===== config.mk =====
export PLATFORM = sky130hd
export DESIGN_NAME = bit_serial_multiplier
export DESIGN_NICKNAME = d
export VERILOG_FILES = /design/src/rtl/bit_serial_multiplier.sv
export SDC_FILE = /design/constraint.sdc
export NUM_CORES = 1
export LEC_CHECK = 0
export ABC_AREA = 1
export CORE_ASPECT_RATIO = 0.9
export CORE_MARGIN = 10
export CORE_UTILIZATION = 55
export CTS_BUF_LIST = sky130_fd_sc_hd__clkbuf_4 sky130_fd_sc_hd__clkbuf_8
export DETAILED_ROUTE_END_ITERATION = 8
export GPL_ROUTABILITY_DRIVEN = 0
export PLACE_DENSITY = 0.88
export SLEW_MARGIN = 20
export SYNTH_ARGS = -nofsm -noshare
export SYNTH_HDL_FRONTEND = slang
export SYNTH_SLANG_ARGS = --single-unit

===== constraint.sdc =====
create_clock -name clk -period 3.3 [get_ports clk]
set_input_delay 0.33 -clock clk [delete_from_list [all_inputs] [get_ports clk]]
set_output_delay 0.33 -clock clk [all_outputs]
set_load 0.01 [all_outputs]

===== src/rtl/bit_serial_multiplier.sv =====
// ---------------------------------------------------------------------------
// bit_serial_multiplier
//   Unsigned N x N shift-add multiplier built around one 1-bit full adder.
//   Each partial-product addition is done one bit per cycle through that
//   adder. A carry flip-flop links the bits. After each addition, one shift
//   cycle moves {carry,HI,LO} right by one bit. Latency is fixed at N*(N+1)
//   busy cycles, followed by a one-cycle DONE pulse.
//
//   Ports
//     clk      rising-edge clock
//     rst_n    synchronous active-low reset (aborts any operation in flight)
//     start    request; accepted on an edge where start=1 and ready=1
//     a, b     multiplicand / multiplier, sampled on the accept edge only
//     ready    high only while idle
//     busy     high while adding or shifting
//     done     one-cycle pulse; product valid from this cycle on
//     product  a*b, held until the next done
// ---------------------------------------------------------------------------

// 1-bit full adder cell shared by the multiplier datapath.
module fullAdder (
    input  logic x,
    input  logic y,
    input  logic cin,
    output logic sum,
    output logic cout
);
    assign sum  = x ^ y ^ cin;
    assign cout = (x & y) | (x & cin) | (y & cin);
endmodule

module bit_serial_multiplier #(
    parameter int N = 8
) (
    input  logic           clk,
    input  logic           rst_n,
    input  logic           start,
    input  logic [N-1:0]   a,
    input  logic [N-1:0]   b,
    output logic           ready,
    output logic           busy,
    output logic           done,
    output logic [2*N-1:0] product
);
    localparam int IW = $clog2(N);

    typedef enum logic [1:0] {
        IDLE  = 2'd0,
        ADD   = 2'd1,
        SHIFT = 2'd2,
        DONE  = 2'd3
    } state_t;

    state_t          state_r;
    logic [N-1:0]    a_r;
    logic [N-1:0]    hi_r;
    logic [N-1:0]    lo_r;
    logic            carry_r;
    logic [IW-1:0]   bit_idx_r;
    logic [IW-1:0]   iter_r;
    logic            ready_r;
    logic            busy_r;
    logic            done_r;
    logic [2*N-1:0]  product_r;

    logic            fa_x_s;
    logic            fa_y_s;
    logic            fa_sum_s;
    logic            fa_cout_s;

    // Adder operands: accumulator bit plus multiplicand bit gated by the
    // current multiplier LSB. The add always runs, so the latency stays fixed.
    assign fa_x_s = hi_r[bit_idx_r];
    assign fa_y_s = a_r[bit_idx_r] & lo_r[0];

    fullAdder u_fa (
        .x    (fa_x_s),
        .y    (fa_y_s),
        .cin  (carry_r),
        .sum  (fa_sum_s),
        .cout (fa_cout_s)
    );

    // Sequencer and datapath: one always block owns all state and outputs.
    always_ff @(posedge clk) begin
        if (!rst_n) begin
            state_r   <= IDLE;
            a_r       <= {N{1'b0}};
            hi_r      <= {N{1'b0}};
            lo_r      <= {N{1'b0}};
            carry_r   <= 1'b0;
            bit_idx_r <= {IW{1'b0}};
            iter_r    <= {IW{1'b0}};
            ready_r   <= 1'b1;
            busy_r    <= 1'b0;
            done_r    <= 1'b0;
            product_r <= {(2*N){1'b0}};
        end else begin
            case (state_r)
                IDLE: begin
                    if (start) begin
                        a_r       <= a;
                        lo_r      <= b;
                        hi_r      <= {N{1'b0}};
                        carry_r   <= 1'b0;
                        bit_idx_r <= {IW{1'b0}};
                        iter_r    <= {IW{1'b0}};
                        ready_r   <= 1'b0;
                        busy_r    <= 1'b1;
                        state_r   <= ADD;
                    end else begin
                        state_r   <= IDLE;
                    end
                end
                ADD: begin
                    hi_r[bit_idx_r] <= fa_sum_s;
                    carry_r         <= fa_cout_s;
                    if (bit_idx_r == IW'(N - 1)) begin
                        bit_idx_r <= {IW{1'b0}};
                        state_r   <= SHIFT;
                    end else begin
                        bit_idx_r <= bit_idx_r + IW'(1);
                    end
                end
                SHIFT: begin
                    // 2N+1-bit right shift; the carry drops into HI's MSB.
                    carry_r <= 1'b0;
                    hi_r    <= {carry_r, hi_r[N-1:1]};
                    lo_r    <= {hi_r[0], lo_r[N-1:1]};
                    if (iter_r == IW'(N - 1)) begin
                        // Capture the post-shift value, not the current one.
                        product_r <= {carry_r, hi_r, lo_r[N-1:1]};
                        busy_r    <= 1'b0;
                        done_r    <= 1'b1;
                        state_r   <= DONE;
                    end else begin
                        iter_r    <= iter_r + IW'(1);
                        state_r   <= ADD;
                    end
                end
                DONE: begin
                    done_r  <= 1'b0;
                    ready_r <= 1'b1;
                    state_r <= IDLE;
                end
                default: begin
                    done_r  <= 1'b0;
                    busy_r  <= 1'b0;
                    ready_r <= 1'b1;
                    state_r <= IDLE;
                end
            endcase
        end
    end

    assign ready   = ready_r;
    assign busy    = busy_r;
    assign done    = done_r;
    assign product = product_r;

endmodule

## After elaboration in Yosys (flattened, before gate mapping)

Index checks and enable logic that the tools add are counted.

| operators by class | value |
|---|---|
| add/subtract/negate cells | 2 |
| magnitude comparators | 2 |
| equal/unequal tests | 9 |
| multiplexer cells | 28 |
| bitwise gates (word level) | 8 |
| reductions and logical operators | 16 |

Operators by type and width:

| kind | count |
|---|---|
| $pmux 8 s3 | 1 |
| $mux 8 | 2 |
| $pmux 8 s2 | 1 |
| $reduce_and 2->1 | 7 |
| $pmux 3 s2 | 2 |
| $mux 3 | 3 |
| $bwmux 8 | 1 |
| $mux 1 | 8 |
| $ne 2x2->1 const B | 4 |
| $pmux 2 s4 | 1 |
| $reduce_bool 2->1 | 4 |
| $add 3x1->3 const B | 2 |
| $bmux 1 s3 | 2 |
| $eq 3x3->1 const B | 2 |
| $pmux 1 s2 | 3 |
| $reduce_and 3->1 | 2 |
| $and 1x1->1 | 4 |
| $eq 2x2->1 const B | 2 |
| $lt 3x4->1 const B | 1 |
| $mux 2 | 2 |
| $demux 1 s3 | 1 |
| $ge 3x1->1 const B | 1 |
| $pmux 1 s3 | 1 |
| $reduce_bool 3->1 | 1 |
| 5 further kinds | 7 |

| word-level totals | value |
|---|---|
| flip-flop bits (word level) | 52 |

## Logic depth before layout (Yosys ltp)

| logic depth | value |
|---|---|
| depth in word-level cells | 7 |
| gate-level depth with buffers | 14 |
| depth with buffers taken out | 12 |

## Modules after synthesis

From an unflattened synthesis, not the netlist that was laid out.

| unflattened totals | value |
|---|---|
| cells, all modules | 342 |
| area total of the unflattened synthesis | 2443.6 µm² |

By module, submodules not included:

| module | instances | cells each | area an instance (µm²) | sequential area each (µm²) |
|---|---|---|---|---|
| bit_serial_multiplier | 1 | 341 | 2423.6 | 1041.0 |
| fullAdder | 1 | 1 | 20.0 | 0.0 |

## Worst setup path after synthesis

OpenSTA, ideal clock, no wires.

| timing | value |
|---|---|
| path type | flip-flop to flip-flop |
| from | reg bit_idx_r[1] |
| to | reg hi_r[2] |
| arrival | 2.017 ns |
| slack | 1.149 ns |
| cell stages (with the launch flop) | 14 |
| path through | dfxtp_1 -> buf_2 -> nand3_1 -> o22ai_1 -> nor2_1 -> nand3_1 -> inv_1 -> fa_1 -> clkbuf_1 -> nand4_1 -> nand3_1 -> nand2_1 -> nand2_1 -> a21oi_1 |

| on the way | value |
|---|---|
| cells in the longest elaborated chain, start to end | 7 |

Ends and longest elaborated chain:

| element | line | text |
|---|---|---|
| start, declared | 59 | `logic [IW-1:0] bit_idx_r;` |
| start signal, assigned | 92 | `bit_idx_r <= {IW{1'b0}};` |
| start signal, assigned | 106 | `bit_idx_r <= {IW{1'b0}};` |
| start signal, assigned | 119 | `bit_idx_r <= {IW{1'b0}};` |
| $bmux 1 s3 | 74 | `assign fa_y_s = a_r[bit_idx_r] & lo_r[0];` |
| $mux 1 (implied by the code) | 74 |  |
| $and 1x1->1 | 74 |  |
| $xor 1x1->1 (2 in series) | 28 | `assign sum = x ^ y ^ cin;` |
| $bwmux 8 * | 116 | `hi_r[bit_idx_r] <= fa_sum_s;` |
| $pmux 8 s3 * | 99 | `case (state_r)` |
| end signal, assigned | 104 | `hi_r <= {N{1'b0}};` |
| end signal, assigned by index | 116 |  |
| end signal, assigned | 128 | `hi_r <= {carry_r, hi_r[N-1:1]};` |
| end, declared | 56 | `logic [N-1:0] hi_r;` |

Every way passes the cells marked *; elsewhere a longest branch is shown, timed or not. The select of a mux whose other input is x is not followed.
A chain may end at the register's enable or synchronous reset.

## Worst setup path after layout

| timing | value |
|---|---|
| from | reg bit_idx_r[0] |
| to | reg hi_r[4] |

The elaborated chain is that of the path after synthesis.

==> flow_summary.rst <==
.. list-table::
   :header-rows: 1

   * - Metric
     - Value
   * - Final sum of negative setup slack
     - 0 ps
   * - Final setup fails
     - 0
   * - Maximum number of pins on one net before global-route repair
     - 29
   * - Std-Cell Rows
     - 23
   * - Predominant post-synthesis flop cell
     - dfxtp_1
   * - Worst-path clk slew
     - 100 ps
   * - Endpoints failing hold
     - 0
   * - Total wirelength of the detailed-routed design
     - 5700 um
   * - Largest cells by area after synthesis
     - dfxtp_1 (42%), nand2_1 (12%), nor2_1 (7.1%), o21ai_0 (5.7%), a21oi_1 (4.1%)
   * - Violation count after the first detailed-route iteration
     - 270
   * - Floorplan die height
     - 83.6 um
   * - Number of detailed-route iterations in the first pass
     - 4
   * - Cell with the most instances on the worst path
     - nand2_1
   * - Vias/cell
     - 5.32
   * - Beginning of the critical path
     - bit_idx_r[0]
   * - IR drop worst, VDD
     - 300 uV
   * - Number of enable flip-flop cells after synthesis
     - 0
   * - Detailed Place HPWL
     - 4190 um
   * - Cell breakdown of the critical path
     - inv_1 -> nand2_1 -> a21oi_1 -> o21ai_0 -> nand2_1 -> nand2_1 -> fa_1 -> nand4_1 -> nand3_1 -> nand2_1 -> nand2_1 -> a21oi_1
   * - Share of the synthesized area in the top cell type
     - 0.421
   * - Yosys top cell by area
     - dfxtp_1
   * - Synthesized net count
     - 367
   * - Sw Ratio
     - 0.316
   * - Number of nets at the end of the flow
     - 396
   * - H-tree depth reported by CTS
     - 2
   * - Dominant cell by count in the synthesized netlist
     - nand2_1
   * - Clock power share
     - 0.280
   * - Total vias in the final route
     - 2293
   * - Floorplan die width
     - 90.6 um
   * - Routed length on met2
     - 2620 um
   * - FFs w/ async S/R, synth
     - 0
   * - Maximum clock rate
     - 383 MHz
   * - Number of pins with negative max-slew slack in the final report
     - 0
   * - Number of synthesized register bits
     - 52
   * - Sequential area share after synthesis
     - 0.421
   * - Wire length of the first global-routing pass
     - 10200 um
   * - Critical Path Max Stage Delay
     - 610 ps
   * - Worst-skew pair later-pin latency
     - 310 ps
   * - Antenna diodes
     - 0
   * - Worst setup path class
     - register to register
   * - Power density relative to cell area
     - 470 nW/um2
   * - Cell leakage power
     - 1.14 nW
   * - Result of the run
     - finished, final reports clean
   * - Total Routing Usage GR
     - 0.158
   * - Average cell area after synthesis
     - 7.29 um2
   * - Utilization after layout
     - 0.666
   * - Combined area of the multi-input logic cells
     - 1230 um2
   * - Worst Min Path Start
     - busy
   * - Remaining Overflow, GRT
     - 0
   * - RSZ-0062 raised after global routing
     - false
   * - Netlist Area Pre-Place
     - 2470 um2
   * - Root buffer cell
     - clkbuf_8
   * - Total clock buffers created by CTS
     - 5
   * - Internal power contribution
     - 0.000944 W
   * - Most numerous cell types in the synthesized netlist
     - nand2_1 (77), dfxtp_1 (52), nor2_1 (47), o21ai_0 (28)
   * - Post-synth cell types
     - 29
   * - Crit path buf inv count
     - 1
   * - Cell area reported after detailed placement
     - 2840 um2
   * - Final clock period utilization by the worst path
     - 0.792
   * - Clock Path Buffers
     - 2
   * - Number of antenna violations at the first check in global routing
     - 0
   * - Endpoint arrival time on the critical path
     - 2840 ps
   * - Effective utilization at floorplan
     - 0.561
   * - Setup crit start kind
     - register
   * - CTS tree
     - done
   * - DRC violations left
     - 0
   * - Placeable core area
     - 4400 um2
   * - Antenna Violating Nets Remaining
     - 0
   * - Via count of the first global-routing pass
     - 2135
   * - Post-synthesis cell count
     - 339
   * - Layout fillers
     - 388
   * - Overall die area
     - 7570 um2
   * - Number of instances resized during post-cts repair
     - 0
   * - Worst Skew
     - 7.14 ps
   * - Number of top-level pins
     - 38
   * - Buffer count from post-CTS setup fixing
     - 0
   * - Number of buffer cells added on primary ports
     - 37
   * - Avg WL per Cell
     - 13.2 um
   * - Beginning of the worst register-to-register path
     - bit_idx_r[0]
   * - Hold-fix buffers at CTS
     - 0
   * - Area of all sequential standard cells
     - 1040 um2
   * - CP delay by family, top
     - simple AND/OR/NAND/NOR gates
   * - Max-cap violations
     - 0
   * - Required arrival time at the worst endpoint
     - 3530 ps
   * - Worst Setup End Kind
     - register
   * - Count of yosys warnings during synthesis
     - 0
   * - Actual transition at the worst max-transition pin
     - 740 ps
   * - Clock sink count
     - 52
   * - WHS
     - 473 ps
   * - Relative contribution of combinational cells to total power
     - 0.203
   * - Min Clock Period, post-route
     - 2610 ps
   * - Switch Pwr
     - 0.000435 W
   * - Synthesis-to-finish area growth
     - 18.7%
   * - Met1 routed wirelength after detailed routing
     - 2620 um
   * - Standard cell with the maximum stage delay on the critical path
     - dfxtp_1
   * - Maximum fanout along the worst path
     - 15
   * - Share of layout cells above drive strength 1
     - 0.0705
   * - Finished layout cell area
     - 2930 um2
   * - Highest signal layer in the routed design
     - met4
   * - Slew Limit Headroom
     - 0.503
   * - Wire length on met3
     - 356 um
   * - Seq pwr share
     - 0.517
   * - Worst min-delay path category
     - register to register
[power groups by stage]
stage	Sequential (W)	Clock, W	Combinational [W]
6_report	0.000714	0.000386	0.000279
2_1_floorplan	0.000711	0	0.000220
5_1_grt	0.000719	0.000423	0.000320
4_1_cts	0.000712	0.000391	0.000279
3_3_place_gp	0.000725	0	0.000269
3_5_place_dp	0.000727	0	0.000277
[logic make-up (layout without fill, tap and decap cells)]
logic type      after synthesis  count (layout)  share of synthesized area
simple gates                156             156                      0.262
compound gates               78              78                      0.186
flops                        52              52                      0.421
buf+inv                      44              74                     0.0811
fa+ha+maj                     9               9                     0.0486
[sequential cells by signal, indices dropped and copies added (netlist names)]
register / cells
a_r: 8
product: 16
busy: 1
done: 1
carry_r: 1
iter_r: 3
lo_r: 8
ready: 1
hi_r: 8
bit_idx_r: 3
state_r: 2
[metal layers]
metal | track usage | vias to the layer above
li1 | - | 1180
met1 | 0.200 | 1038
met2 | 0.251 | 64
met3 | 0.0459 | 11
met4 | 0.0506 | 0
met5 | 0 | -
[area by class of cell]
class / count / area share
clock buffer: 6 / 0.0282
clock inverter: 2 / 0.00469
inverter: 27 / 0.0354
multi-input combinational: 243 / 0.419
sequential: 52 / 0.355
tap: 62 / 0.0265
timing repair buffer: 39 / 0.131
[worst reg2reg max path, cell delays in order, from the launching register on]
cell	delay [ps]
dfxtp_1	610
inv_1	330
nand2_1	130
a21oi_1	70
o21ai_0	220
nand2_1	70
nand2_1	70
fa_1	520
nand4_1	140
nand3_1	90
nand2_1	90
nand2_1	50
a21oi_1	130
[layout by cell type, fill, tap and decap left out, drive strengths merged]
master	Yosys	final
inv	26	27
a21oi	23	23
fa	1	1
o22ai	3	3
clkbuf	5	6
nand4	7	7
dfxtp	52	52
ha	8	8
nand3	20	20
buf	12	2
nand2	79	79
or2	1	1
a211oi	10	10
a31oi	8	8
o21ai	33	33
nor2	49	49
a221o	1	1
clkdlybuf4s50	0	37
clkinv	1	2
[worst paths after layout]
path / to / slack [ps] / cells after the start
setup / recovery: hi_r[4] / 690 / 12
hold / removal: busy / 470 / 2
hold reg to reg: busy / 470 / 2
setup reg to reg: hi_r[4] / 690 / 12
[per-stage QoR]
| stage | std cells | setup slack, ps | power (W) |
|---|---|---|---|
| after floorplan | 339 | 1150 | 0.000931 |
| after global placement | 423 | 853 | 0.000994 |
| after detailed placement | 423 | 751 | 0.00100 |
| after CTS | 431 | 729 | 0.00138 |
| after global routing | 431 | 391 | 0.00146 |
| final | 431 | 686 | 0.00138 |
Note: power is estimated with default switching activity, not from simulation.
